`src/rtl/cordic_if.sv`:
```
// cordic_if: bundles the start/busy/done handshake, the angle/result datapath
// and the arctangent LUT read port of the CORDIC engine.
// master: upstream datapath plus LUT side; slave: the cordic_core engine.
interface cordic_if #(
   parameter int DATA_WIDTH   = 16,
   parameter int n_iterations = 15
);
   localparam int AW = $clog2(n_iterations);

   logic                         start;
   logic signed [DATA_WIDTH-1:0] angle_in;
   logic                         busy;
   logic                         done;
   logic signed [DATA_WIDTH-1:0] cos_out;
   logic signed [DATA_WIDTH-1:0] sin_out;
   logic [AW-1:0]                lut_raddr;
   logic signed [DATA_WIDTH-1:0] lut_data;

   modport master (
      output start, angle_in, lut_data,
      input  busy, done, cos_out, sin_out, lut_raddr
   );

   modport slave (
      input  start, angle_in, lut_data,
      output busy, done, cos_out, sin_out, lut_raddr
   );
endinterface

```
`src/rtl/cordic_core.sv`:
```
// cordic_core: iterative rotation-mode CORDIC, one micro-rotation per clock.
// Angle in Q3.13 radians, cos/sin out in Q2.14. Reads arctan(2^-i) from an
// external combinational LUT addressed by the iteration index.
// Optional feature: define CORDIC_QUAD_EXT_EN to pre-rotate angles beyond
// +/-pi/2 by pi (and negate the results), extending the domain to +/-pi.
module cordic_core #(
   parameter int DATA_WIDTH   = 16,
   parameter int n_iterations = 15
) (
   input logic     clk,
   input logic     rst,
   cordic_if.slave bus
);
   localparam int AW = $clog2(n_iterations);
   localparam logic signed [DATA_WIDTH-1:0] K_INIT = DATA_WIDTH'(9949);
   localparam logic [AW-1:0] LAST_I = AW'(n_iterations - 1);

   typedef enum logic [1:0] {IDLE, ROTATE, DONE} state_t;

   state_t                       r_state;
   state_t                       w_next;
   logic signed [DATA_WIDTH-1:0] r_x;
   logic signed [DATA_WIDTH-1:0] r_y;
   logic signed [DATA_WIDTH-1:0] r_z;
   logic [AW-1:0]                r_i;
   logic signed [DATA_WIDTH-1:0] r_cos;
   logic signed [DATA_WIDTH-1:0] r_sin;
   logic                         r_done;
   logic signed [DATA_WIDTH-1:0] w_z_init;
   logic                         w_flag;
   logic signed [DATA_WIDTH-1:0] w_xs;
   logic signed [DATA_WIDTH-1:0] w_ys;
   logic                         w_dir_pos;
   logic                         w_accept;

   assign w_accept  = (r_state == IDLE) && bus.start;
   assign w_dir_pos = ~r_z[DATA_WIDTH-1];
   assign w_xs      = r_x >>> r_i;
   assign w_ys      = r_y >>> r_i;

`ifdef CORDIC_QUAD_EXT_EN
   localparam logic signed [DATA_WIDTH-1:0] PI      = DATA_WIDTH'(25736);
   localparam logic signed [DATA_WIDTH-1:0] HALF_PI = DATA_WIDTH'(12868);

   logic w_flag_init;
   logic r_flag;

   // Fold angles outside +/-pi/2 back by pi; the flag remembers to negate.
   always_comb begin
      w_z_init    = bus.angle_in;
      w_flag_init = 1'b0;
      if (bus.angle_in > HALF_PI) begin
         w_z_init    = bus.angle_in - PI;
         w_flag_init = 1'b1;
      end else if (bus.angle_in < -HALF_PI) begin
         w_z_init    = bus.angle_in + PI;
         w_flag_init = 1'b1;
      end
   end

   // Capture the pre-rotation flag with the accepted angle.
   always_ff @(posedge clk or posedge rst) begin
      if (rst)           r_flag <= 1'b0;
      else if (w_accept) r_flag <= w_flag_init;
   end

   assign w_flag = r_flag;
`else
   assign w_z_init = bus.angle_in;
   assign w_flag   = 1'b0;
`endif

   // State register.
   always_ff @(posedge clk or posedge rst) begin
      if (rst) r_state <= IDLE;
      else     r_state <= w_next;
   end

   // Next-state logic: IDLE -> ROTATE for n_iterations clocks -> DONE -> IDLE.
   always_comb begin
      w_next = r_state;
      case (r_state)
         IDLE:    if (bus.start) w_next = ROTATE;
         ROTATE:  if (r_i == LAST_I) w_next = DONE;
         DONE:    w_next = IDLE;
         default: w_next = IDLE;
      endcase
   end

   // Datapath: load on accept, micro-rotate in ROTATE, publish in DONE.
   always_ff @(posedge clk or posedge rst) begin
      if (rst) begin
         r_x   <= '0;
         r_y   <= '0;
         r_z   <= '0;
         r_i   <= '0;
         r_cos <= '0;
         r_sin <= '0;
      end else begin
         case (r_state)
            IDLE: begin
               if (bus.start) begin
                  r_x <= K_INIT;
                  r_y <= '0;
                  r_z <= w_z_init;
                  r_i <= '0;
               end
            end
            ROTATE: begin
               if (w_dir_pos) begin
                  r_x <= r_x - w_ys;
                  r_y <= r_y + w_xs;
                  r_z <= r_z - bus.lut_data;
               end else begin
                  r_x <= r_x + w_ys;
                  r_y <= r_y - w_xs;
                  r_z <= r_z + bus.lut_data;
               end
               r_i <= r_i + AW'(1);
            end
            DONE: begin
               r_cos <= w_flag ? -r_x : r_x;
               r_sin <= w_flag ? -r_y : r_y;
            end
            default: ;
         endcase
      end
   end

   // done pulses for the single cycle after the results are written.
   always_ff @(posedge clk or posedge rst) begin
      if (rst) r_done <= 1'b0;
      else     r_done <= (r_state == DONE);
   end

   assign bus.busy      = (r_state != IDLE);
   assign bus.done      = r_done;
   assign bus.cos_out   = r_cos;
   assign bus.sin_out   = r_sin;
   assign bus.lut_raddr = (r_state == ROTATE) ? r_i : '0;
endmodule

```
`src/flat_wrapper.sv`:
```
// flat-port wrapper written by rule: the top's interface ports become plain ports
module cordic_core_flat 
#(
   parameter int DATA_WIDTH   = 16,
   parameter int n_iterations = 15
)
  (clk, rst, bus_start, bus_angle_in, bus_lut_data, bus_busy, bus_done, bus_cos_out, bus_sin_out, bus_lut_raddr);
  cordic_if #(.DATA_WIDTH(DATA_WIDTH), .n_iterations(n_iterations)) bus_i ();
  input logic clk;
  input logic rst;
  input wire logic [$bits(bus_i.start)-1:0] bus_start;
  input wire logic [$bits(bus_i.angle_in)-1:0] bus_angle_in;
  input wire logic [$bits(bus_i.lut_data)-1:0] bus_lut_data;
  output wire logic [$bits(bus_i.busy)-1:0] bus_busy;
  output wire logic [$bits(bus_i.done)-1:0] bus_done;
  output wire logic [$bits(bus_i.cos_out)-1:0] bus_cos_out;
  output wire logic [$bits(bus_i.sin_out)-1:0] bus_sin_out;
  output wire logic [$bits(bus_i.lut_raddr)-1:0] bus_lut_raddr;
  assign bus_i.start = bus_start;
  assign bus_i.angle_in = bus_angle_in;
  assign bus_i.lut_data = bus_lut_data;
  assign bus_busy = bus_i.busy;
  assign bus_done = bus_i.done;
  assign bus_cos_out = bus_i.cos_out;
  assign bus_sin_out = bus_i.sin_out;
  assign bus_lut_raddr = bus_i.lut_raddr;
  cordic_core #(.DATA_WIDTH(DATA_WIDTH), .n_iterations(n_iterations)) u_core (.clk(clk), .rst(rst), .bus(bus_i));
endmodule
```
`config.mk`:
```
export PLATFORM = sky130hd
export DESIGN_NAME = cordic_core_flat
export DESIGN_NICKNAME = d
export VERILOG_FILES = /design/src/rtl/cordic_if.sv /design/src/rtl/cordic_core.sv /design/src/flat_wrapper.sv
export SDC_FILE = /design/constraint.sdc
export NUM_CORES = 1
export LEC_CHECK = 0
export CORE_ASPECT_RATIO = 1.4
export CORE_MARGIN = 3
export CORE_UTILIZATION = 40
export CTS_BUF_LIST = sky130_fd_sc_hd__clkbuf_8
export DETAILED_ROUTE_END_ITERATION = 12
export PLACE_DENSITY = 0.61
export REMOVE_ABC_BUFFERS = 1
export SYNTH_ARGS = -nofsm -noshare
export SYNTH_HDL_FRONTEND = slang
export SYNTH_SLANG_ARGS = --single-unit
```
`constraint.sdc`:
```
create_clock -name clk -period 5.1 [get_ports clk]
set_input_delay 1.275 -clock clk [delete_from_list [all_inputs] [get_ports clk]]
set_output_delay 1.275 -clock clk [all_outputs]
set_load 0.02 [all_outputs]
```
==> Word-level counts from Yosys, hierarchy flattened <==
Cells that the tools add are included.
{ "classes": {"n_eq_ne": 5, "shifts": 2, "n_addsub": 7, "n_reduce_logical": 5, "mux": 15} }
{ "ops": {"columns": ["operator", "count"], "rows": [
  ["16-bit two-way mux", 6],
  ["16-bit one-hot mux with 2 select lines", 3],
  ["16-bit adder", 3],
  ["16-bit subtractor", 3],
  ["16-bit by 4-bit >>> shifter with 16-bit output", 2],
  ["4-bit two-way mux", 2],
  ["4-bit one-hot mux with 2 select lines", 1],
  ["4-bit by 1-bit adder with 4-bit output, second input constant", 1],
  ["4-bit == test, second input constant", 1],
  ["2-bit two-way mux", 2],
  ["2-bit one-hot mux with 2 select lines", 1],
  ["2-bit AND reduction", 2],
  ["2-bit nonzero test", 2],
  ["2-bit by 1-bit == test with 1-bit output, second input constant", 1],
  ["2-bit == test, second input constant", 1],
  ["2-bit zero test", 1],
  ["2-bit by 1-bit inequality test with 1-bit output, second input constant", 1],
  ["2-bit inequality test, second input constant", 1]
]} }
{ "totals": {"register_bits": 87, "output_inout_bits": 38, "wordCells": 42} }

==> Longest topological paths before layout <==
{ "depth": {"depth_word": 4, "ltp_mapped": 21, "depth_no_buf": 18} }

==> Worst setup path before layout <==
No wires, ideal clock.
{ "synth_timing": {"kind": "reg-to-reg", "start": "register u_core.r_i[1]", "end": "register u_core.r_x[15]", "slack_ps": 823, "arrival_ps": 4201, "path_buffers": 3, "setup_ps": 76, "stages_incl_launch_ff": 21, "required_ps": 5024, "path_cell_list": "dfrtp_1 > buf_2 > buf_2 > buf_1 > mux4_2 > nor2_1 > nor3_1 > a221oi_1 > and3_1 > a31oi_1 > xnor2_1 > ha_1 > a21o_1 > a21oi_1 > o21ai_0 > a21oi_1 > o21ai_0 > o41ai_1 > xnor2_1 > or3_1 > o21ai_1"} }
{ "synth_between": {"elab_chain_len": 4, "word_cells_on_any_way": 5} }
{ "synth_rtl": {"columns": ["element", "line_no", "text"], "rows": [
  ["start: declaration", "cordic_core.sv:25", "logic [AW-1:0] r_i;"],
  ["start signal: assignment", "cordic_core.sv:119", "r_i <= r_i + AW'(1);"],
  ["16-bit by 4-bit >>> shifter with 16-bit output *", "cordic_core.sv:39", "assign w_ys = r_y >>> r_i;"],
  ["16-bit subtractor or 16-bit adder (tied branches)", "cordic_core.sv:111, cordic_core.sv:115", null],
  ["16-bit two-way mux *", "cordic_core.sv:110", "if (w_dir_pos) begin"],
  ["16-bit one-hot mux with 2 select lines *", "cordic_core.sv:100", "case (r_state)"],
  ["end signal: assignment", "cordic_core.sv:111", "r_x <= r_x - w_ys;"],
  ["end signal: assignment", "cordic_core.sv:115", "r_x <= r_x + w_ys;"],
  ["end: declaration", "cordic_core.sv:22", "logic signed [DATA_WIDTH-1:0] r_x;"]
]} }
Every way passes the cells marked *; elsewhere a longest branch is shown, timed or not.
A chain may end at the register's enable or synchronous reset.

==> Worst setup path after layout <==
{ "layout_timing": {"start": "register u_core.r_i[2]", "end": "register u_core.r_y[15]"} }
{ "layout_between": {"elab_chain_len": 4, "word_cells_on_any_way": 5} }
{ "layout_rtl": {"columns": ["element", "line_no", "text"], "rows": [
  ["16-bit by 4-bit >>> shifter with 16-bit output *", "cordic_core.sv:38", "assign w_xs = r_x >>> r_i;"],
  ["16-bit adder or 16-bit subtractor (tied branches)", "cordic_core.sv:112, cordic_core.sv:116", null],
  ["16-bit two-way mux *", "cordic_core.sv:110", null],
  ["16-bit one-hot mux with 2 select lines *", "cordic_core.sv:100", null],
  ["end signal: assignment", "cordic_core.sv:112", "r_y <= r_y + w_xs;"],
  ["end signal: assignment", "cordic_core.sv:116", "r_y <= r_y - w_xs;"],
  ["end: declaration", "cordic_core.sv:23", "logic signed [DATA_WIDTH-1:0] r_y;"]
]} }
Marks and branches as above.

==> key figures <==
Die
  – Cell Rows: 60
  – Die ar.: about 22000 µm²
  – CORE AREA: between 15000 and 20000 µm²
  – I/O pins: 73
  – Die width: 125.1 µm
  – Initial Util: 40.99%
  – Die Ht: between 150 and 200 µm

Placement
  – Port bufs: between 70 and 80
  – Global placement routability congestion: between 0.9 and 1
  – Post-DP HPWL: 16.19 mm

Setup path
  – Crit start category: flop
  – Crit-path cells: clkinv_1 -> mux4_2 -> a2111oi_4 -> nand3_2 -> or2_1 -> o211ai_2 -> a21oi_1 -> a211oi_1 -> ha_1 -> a21o_1 -> a21oi_1 -> nor2b_1 -> a311oi_1 -> xnor2_1 -> o21ai_1
  – Crit-path max FO: 16
  – CP peak stage delay: just over 0.7 ns
  – Worst path slowest cell: mux4_2
  – Arr. time, crit path: 4.94 ns
  – Crit path buffers/inverters: 1
  – R2R Setup Slk: ~0.41 ns
  – Crit end category: flop
  – Worst Path Required: between 5 and 6 ns
  – Cell repeated most along the worst path: a21oi_1
  – Critical path's top delay family: compound AO/OA/AOI/OAI gates
  – Crit path kind: reg -> reg

Clock tree
  – CTS H-tree lvls: 3
  – Clk Latency, worst-skew pair: 0.39 ns
  – Worst-case clock buffer depth: 2
  – Cts bufs inserted: 9
  – Setup Buffers After CTS: 0
  – Clock slew at reported path FFs: approximately 0.1 ns
  – PostCTS Resize Cnt: 0
  – CTS Hold Bufs: 0
  – CTS tree: yes
  – Clock tree root buffer cell: clkbuf_8
  – Clock sink count: 87

Global route
  – Largest net degree at the start of global routing: between 60 and 70
  – Global-route wire length before repair: ~35 mm
  – Initial antenna violation count: 0
  – Vias in the first global route: around 7000
  – GRT Total Usage: between 10% and 20%
  – GRT Residual Overflow: 0

Synthesis
  – FFs w/ async S/R, synth: between 90% and 100%
  – Avg Inst Size Synth: around 9 µm²
  – Flop and latch count out of synthesis: slightly below 90
  – Main flop type after synthesis: dfrtp_1
  – Synthesis Warnings: 0
  – Mapped Area: between 7000 and 8000 µm²
  – Seq/Total Area, Yosys: between 20 and 30%
  – Post-synth EDFFs: 0
  – Syn Inst Count: 889
  – Yosys cell types: 76

STA
  – Slew headroom: between 30 and 40%
  – # setup viols final: 0
  – Hold Worst Slack: about 0.49 ns
  – Final hold vios: 0
  – Final worst-path cycle share: 91.88%
  – RSZ-0062 raised after global routing: false
  – Worst Max-Slew Pin Slew: roughly 0.96 ns
  – Fmax: between 0.2 and 0.25 GHz
  – Slew Viols, Final: 0
  – Max Clock Skew: 0.01585 ns
  – Final min period: about 4.7 ns
  – TNS Setup: 0 ns

Layout
  – Register area: 2181 µm²
  – # fillers: between 1500 and 2000
  – Share of layout cells above drive strength 1: between 10% and 20%
  – Most frequent cells in the layout: dfrtp_1 (86), nand2_1 (77), clkdlybuf4s50_1 (72), nor2_1 (67), a21oi_1 (65)
  – Commonest non-fill, non-tap cell in the layout: dfrtp_1
  – Net count, final: about 1100
  – Antenna diodes: 0
  – Footprint of the multi-input gates: about 5400 µm²
  – Layout area overhead: 17.56%

Drt
  – Drt drc: 0
  – Pre-antenna DRT Iters: 5
  – Via count: 6994
  – WL final: roughly 22 mm
  – Drt wl/cell: about 18 µm
  – Vias per std cell: ~5.7
  – Detail Route Antenna Nets: 0
  – DRT iter0 DRCs: ~460

Worst hold path
  – HP Class: reg -> reg

Job
  – Max-cap violations: 0

Outcome
  – Status: completed
-- registers in the layout, indices dropped and copies added, names as in the netlist --
signal and flops:
u_core.bus.cos_out 16, u_core.bus.sin_out 16, u_core.r_y 16, u_core.r_z 16
u_core.bus.done 1, u_core.r_state 2, u_core.r_i 4, u_core.r_x 16
-- logic make-up (layout without fill, tap and decap cells) --
group	after synthesis	count (layout)	share of synthesized area (%)
AND/OR/NAND/NOR	263	263	15.98
multiplexers	86	86	16.08
XOR/XNOR	64	64	7.061
buffers and inverters	88	171	4.791
adder cells (fa/ha/maj)	55	55	8.952
AO/OA/AOI/OAI	246	246	19.72
flip-flops	87	87	27.42
-- final timing paths --
kind	startpoint	to	depth (start not counted)
setup / recovery	u_core.r_i[2]	u_core.r_y[15]	15
hold / removal	u_core.bus.sin_out[0]	u_core.bus.sin_out[0]	2
setup reg to reg	u_core.r_i[2]	u_core.r_y[15]	15
hold reg to reg	u_core.bus.sin_out[0]	u_core.bus.sin_out[0]	2
max in group asynchronous	rst	u_core.r_x[12]	3
min in group asynchronous	rst	u_core.bus.sin_out[4]	2
-- per-stage QoR --
stage / cells / util (%) / instance area (µm²) / setup slack (ns)
after floorplan: 840 / - / 7705 / 0.08430
after global placement: 1204 / 47.01 / 9105 / 0.09250
after detailed placement: 1204 / 47.01 / 9105 / -0.03102
after CTS: 1220 / 48.16 / 9328 / 0.3351
after global routing: 1220 / 48.18 / 9333 / 0.03684
final: 1220 / 48.18 / 9333 / 0.4141
-- cell usage after synthesis, drive strengths merged, types with 8 or more instances --
library cell / number / share of area, %
dfrtp: 87 / 27
nand2: 77 / 3.6
nor2: 69 / 3.3
o21ai: 67 / 4.2
a21oi: 66 / 4.2
ha: 52 / 8.2
mux2: 44 / 6.2
inv: 38 / 1.8
xor2: 33 / 3.6
clkbuf: 32 / 1.5
xnor2: 31 / 3.4
nand3: 28 / 1.9
mux4: 27 / 7.9
nor3: 25 / 1.6
a21o: 17 / 1.6
a31oi: 17 / 1.3
buf: 17 / 1.4
mux2i: 15 / 1.9
a211oi: 11 / 1.0
and3: 9 / 0.71
nand2b: 9 / 0.71
o21bai: 9 / 0.85
o31ai: 9 / 0.91
a22oi: 8 / 0.82
and2: 8 / 0.63
-- routing by layer --
metal | share of wire [%] | global-route usage (%)
met5 | 0 | 0
met3 | 4.1 | 2.689
met1 | 40 | 23.25
met4 | 2.7 | 7.052
met2 | 53 | 37.12
-- tightest hold or removal path: stages (launching register included) --
cell,delay [ns]
dfrtp_1,0.36
nand2_1,0.04
o21ai_0,0.06
-- layout make-up --
class / count / share of cell area, %
Clock buffer: 10 / 1.475
Clock inverter: 6 / 0.9117
Inverter: 39 / 1.595
Multi-Input combinational cell: 714 / 57.80
Sequential cell: 87 / 23.37
Tap cell: 248 / 3.325
Timing Repair Buffer: 116 / 11.53
Power is left out: the tool's default activity adds up to more than one toggle a clock period on the data nets, which glitch-free logic cannot reach.
==> variant 1 (same settings) <==
`n_iterations` is set to 15 in 3 places; all go to 14.
--- a/src/rtl/cordic_if.sv
+++ b/src/rtl/cordic_if.sv
@@ -5,3 +5,3 @@
    parameter int DATA_WIDTH   = 16,
-   parameter int n_iterations = 15
+   parameter int n_iterations = 14
 );
--- a/src/rtl/cordic_core.sv
+++ b/src/rtl/cordic_core.sv
@@ -7,3 +7,3 @@
    parameter int DATA_WIDTH   = 16,
-   parameter int n_iterations = 15
+   parameter int n_iterations = 14
 ) (
--- a/src/flat_wrapper.sv
+++ b/src/flat_wrapper.sv
@@ -4,3 +4,3 @@
    parameter int DATA_WIDTH   = 16,
-   parameter int n_iterations = 15
+   parameter int n_iterations = 14
 )
Formal check against the unedited RTL: same outputs for any inputs over 10 cycles, from zero or initial values and one cycle with rst high; that may be too few to reach the edited logic, so the function may still have changed.
==> variant 1 against the unedited design <==
Setup slack worse by 81 ps; global-route usage down 0.43 points; sequential share of layout area up 0.31 points; area after synthesis about the same; wire length down 1.4%; count of clock-buffer cells in the layout up 1; non-clock buffer count down 11; sequential cell count unchanged; maximum frequency down 1.7%; final area down 1.4%; critical path type unchanged; critical endpoint is now u_core.r_y[14].
Power is left out: the tool's default activity adds up to more than one toggle a clock period on the data nets, which glitch-free logic cannot reach.
==> variant 1: results (changes against the unedited design) <==
* Outcome: finished clean
* Post-Route Skew at 9.519 ps (-6.327 ps)
* Detailed placement HPWL at 15810 microns (-2.3%)
* Fmax at 209.8 MHz (-1.7%)
* Post-Place Worst Slack at 185.3 ps (+216.3 ps)
* R2R cell count at 19 (+4)
* Vias in the first global route at 6874 (-0.77%)
* YS warnings at 0 (unchanged)
* Post-synthesis sequential area ratio at 0.2745 (about the same)
* Slowest cell delay on critical path at 660 ps (-50 ps)
* Global placement routability congestion at 0.9130 (-7.8%)
* Tot GR Track Use at 0.1953 (-0.004327)
* Rel. slew slack at 0.3328 (-0.02399)
* Clk_lat worst skew at 380 ps
* Global-route wire length before repair at 34470 microns (-2.6%)
* Port buffer count at 72 (unchanged)
* Synth area leaders: dfrtp_1 27%, ha_1 8.2%, mux4_2 7.7%
* Share of synthesized registers carrying an async set or reset at 1.000 (unchanged)
* Share of cells above drive strength 1 at 0.1438 (-0.006456)
* Total CTS buffers at 9 (unchanged)
* Hold WC Path Type: reg -> reg
* Htree depth at 3 (unchanged)
* Clk root buf: clkbuf_8
* Met2 routed WL at 10740 microns (-6.4%)
* Min-Delay Path Depth at 2 (unchanged)
* Met3 routed WL at 1001 microns (+13%)
* R2R Setup Slk at 330 ps (-80 ps)
* Worst-path maximum fanout at 16 (unchanged)
* Drt initial violations at 312 (-32%)
* Critical path's slowest cell: dfrtp_2
* Maximum clock insertion buffer count at 2 (unchanged)
* Ant diodes at 0 (unchanged)
* Netlist cell types at 75 (-1.3%)
* Met1 wire length at 8866 microns (+2.1%)
* Top cells by count, synth: 87 x dfrtp_1, 77 x nand2_1, 69 x nor2_1, 64 x a21oi_1, 58 x o21ai_0
* Drt pass-1 iters at 5 (unchanged)
* Top Metal Used: met4
* Clock slew at reported path FFs at 90 ps
* Final #Nets at 1046 (-1.0%)
* Pin count of the biggest net entering global routing at 67 (+3.1%)
* DR WL/cell at 17.65 microns (-0.45%)
* Initial antenna violation count at 0 (unchanged)
* Vias per cell at 5.718 (-0.26%)
==> variant 1: changes by cell type in the layout (fill, tap and decap cells not counted), moves of 2 or more <==
cell     before  now
o21ai_0      64   58
buf_4        42   33
o21ai_1       3    8
mux4_1        6    0
mux2_1        1    8
mux2_2       43   36
dfrtp_2       0    2
buf_12        2    0
mux4_2       21   27
==> variant 1: cells by family after synthesis <==
| kind of cell | Yosys count | synth area share |
|---|---|---|
| flops | 87 | 0.2745 |
| fa+ha+maj | 55 | 0.08960 |
| buf+inv | 88 | 0.04717 |
| xor+xnor | 64 | 0.07067 |
| compound gates | 246 | 0.1985 |
| mux | 86 | 0.1581 |
| simple gates | 263 | 0.1615 |
==> variant 1: worst paths after layout <==
path,start,end
min in group asynchronous,rst,u_core.bus.sin_out[11]
setup / recovery,u_core.r_i[1],u_core.r_y[14]
hold reg to reg,u_core.bus.cos_out[1],u_core.bus.cos_out[1]
setup reg to reg,u_core.r_i[1],u_core.r_y[14]
max in group asynchronous,rst,u_core.r_x[5]
hold / removal,u_core.bus.cos_out[1],u_core.bus.cos_out[1]
==> variant 1: critical path: cells and delay by family, from the launching register on <==
kind / cells / cell delay (ps)
flops: 1 / 660
simple gates: 4 / 700
mux: 3 / 1140
compound gates: 9 / 1360
buf+inv: 1 / 160
fa+ha+maj: 2 / 600
==> variant 1: per-stage QoR <==
step | instance area, sq um | std cells | hold slack (ps) | TNS [ps]
global placement | 8997 | 1193 | 463.9 | 0
finish | 9205 | 1208 | 483.5 | 0
floorplan | 7704 | 840 | 479.5 | -66.28
global route | 9205 | 1208 | 518.3 | 0
detailed placement | 8997 | 1193 | 473.4 | 0
CTS | 9195 | 1208 | 491.7 | 0
==> variant 1: timing repair <==
item                       in CTS  in global routing
gates resized for setup         0                  2
hold endpoints to repair        0                  0
setup buffers                   0                  0
setup endpoints to repair       0                  1
==> variant 1: final cells by class <==
cell class              count  area, sq um
well taps                 248        310.3
repair buffers            105        968.4
clock buffers              11        151.4
flip-flops and latches     87         2180
clock inverters             4        46.29
inverters                  39        148.9
multi-input cells         714         5400
fillers                  1921        10160
==> variant 1: per-layer routing <==
| layer | global-route usage | vias up |
|---|---|---|
| met3 | 0.03492 | 43 |
| met4 | 0.07911 | 0 |
| met5 | 0 | - |
| met1 | 0.2307 | 3316 |
| li1 | - | 3381 |
| met2 | 0.3483 | 167 |
==> variant 2 (same settings) <==
Without the edit above. Encoding of `state_t`: now one-hot (3 bits for 3 states).
--- a/src/rtl/cordic_core.sv
+++ b/src/rtl/cordic_core.sv
@@ -17,3 +17,3 @@
 
-   typedef enum logic [1:0] {IDLE, ROTATE, DONE} state_t;
+   typedef enum logic [2:0] {IDLE = 3'b001, ROTATE = 3'b010, DONE = 3'b100} state_t;
 
Behaviour: no difference found for any inputs over 10 cycles, from zero or initial values and one cycle with rst high; not proved beyond that.
==> variant 2 against the unedited design <==
Final area is 2.6% lower; hold slack improved by 19 ps; setup slack lost 34 ps; sequential cell count grew 1; maximum frequency shrank 0.73%; area after synthesis down 1.8%; utilization shrank 0.10 points; wire length decreased by 1.4%; highest routed layer unchanged.
==> variant 2: results (changes against the unedited design) <==
* Placed cells at 1176 (-2.3%)
* Outcome: finished clean
* Final #Nets at 1033 (-2.3%)
* Total CTS buffers at 9 (unchanged)
* R2R cell count at 18 (+3)
* Top cells by count, synth: 93 x nand2_1, 87 x dfrtp_1, 70 x a21oi_1, 65 x nor2_1, 60 x o21ai_0
* Min-Delay Path Depth at 1 (-1)
* Worst hold endpoint: u_core.bus.sin_out[11]
* Tot GR Track Use at 0.2111 (+0.01151)
* Final WL at 21330 microns (-1.4%)
* Detailed placement HPWL at 16190 microns (about the same)
* Synth area leaders: dfrtp_1 28%, ha_1 8.3%, mux2_2 5.3%
* YS warnings at 0 (unchanged)
* Cells after synthesis at 871 (-2.0%)
* Ant diodes at 0 (unchanged)
* Global-route wire length before repair at 34960 microns (-1.2%)
* DR WL/cell at 17.89 microns (+0.93%)
* R2R Setup Slk at 380 ps (-30 ps)
* Worst-path maximum fanout at 38 (+22)
* Vias after detailed routing at 6721 (-3.9%)
* Netlist cell types at 71 (-6.6%)
* Share of cells above drive strength 1 at 0.1224 (-0.02784)
* Tcrit/Tclk final at 0.9256 (+0.006754)
* Min Hold Slack at 507.0 ps (+18.58 ps)
* Slowest cell delay on critical path at 740 ps (+30 ps)
* Worst Path Arrival at 5030 ps (+90 ps)
* Drt initial violations at 413 (-9.6%)
* Worst R2R Start: u_core.r_i[0]
* Post-Place Worst Slack at 187.5 ps (+218.5 ps)
* DP Area at 0.008911 sq mm (-2.1%)
* Post-synthesis sequential area ratio at 0.2826 (+0.008387)
* Global placement routability congestion at 0.9534 (-3.7%)
* Pin count of the biggest net entering global routing at 71 (+9.2%)
* Worst Hold Launch: u_core.bus.sin_out[11]
* Reg-to-Reg End: u_core.r_x[15]
* Rel. slew slack at 0.2979 (-0.05895)
* Post-Route Skew at 16.33 ps (+0.4847 ps)
* Maximum clock insertion buffer count at 2 (unchanged)
* Fillers at 1888 (-0.053%)
* Critical path's slowest cell: mux4_1
## variant 2: changes by cell type after synthesis, moves of 6 or more
cell and change:
a211oi_1 -7, nor2b_1 +6, clkbuf_1 -7, mux2i_1 +7, nor3_1 -7, a21o_1 -8
mux2_2 -6, o31ai_1 -6, xnor2_1 +9, nand2_1 +16, mux4_2 -8
## variant 2: layer usage
layer,GRT usage,vias up,part of all wire
met5,0,-,0
met4,0.09867,0,0.044
met3,0.03224,49,0.036
met2,0.3817,165,0.53
met1,0.2409,3196,0.40
li1,-,3311,-
## variant 2: power breakdown
part           internal (mW)  leakage [nW]  total [mW]  switching, mW
registers              0.985          1.06        1.28          0.294
logic                   2.51          2.66        5.43           2.92
clock network          0.188        0.0972       0.448          0.261
## variant 2: how the worst max path moves through the flow
stage	endpoint	depth (start not counted)	from
floorplan	u_core.r_y[15]	19	u_core.r_i[0]
global placement	u_core.r_z[15]	15	bus_lut_data[4]
detailed placement	u_core.r_z[15]	15	bus_lut_data[4]
CTS	u_core.r_x[15]	18	u_core.r_i[0]
global route	u_core.r_y[15]	20	u_core.r_i[0]
finish	u_core.r_x[15]	18	u_core.r_i[0]
## variant 2: repair_timing
action                                  in CTS  in global routing
buffers inserted                             0                  0
endpoints found under the setup margin       0                  1
resized for setup                            0                  2
## variant 2: layout make-up
class / count / area share
multi-input cells: 704 / 0.5793
clock buffers: 10 / 0.01515
clock inverters: 6 / 0.003993
flip-flops and latches: 88 / 0.2425
well taps: 244 / 0.03360
inverters: 35 / 0.01473
repair buffers: 105 / 0.1107
## variant 2: cells by family after synthesis
kind of cell,share of synthesized area
AO/OA/AOI/OAI,0.1863
XOR/XNOR,0.08538
flip-flops,0.2826
adder cells (fa/ha/maj),0.09116
multiplexers,0.1496
buffers and inverters,0.04365
AND/OR/NAND/NOR,0.1613
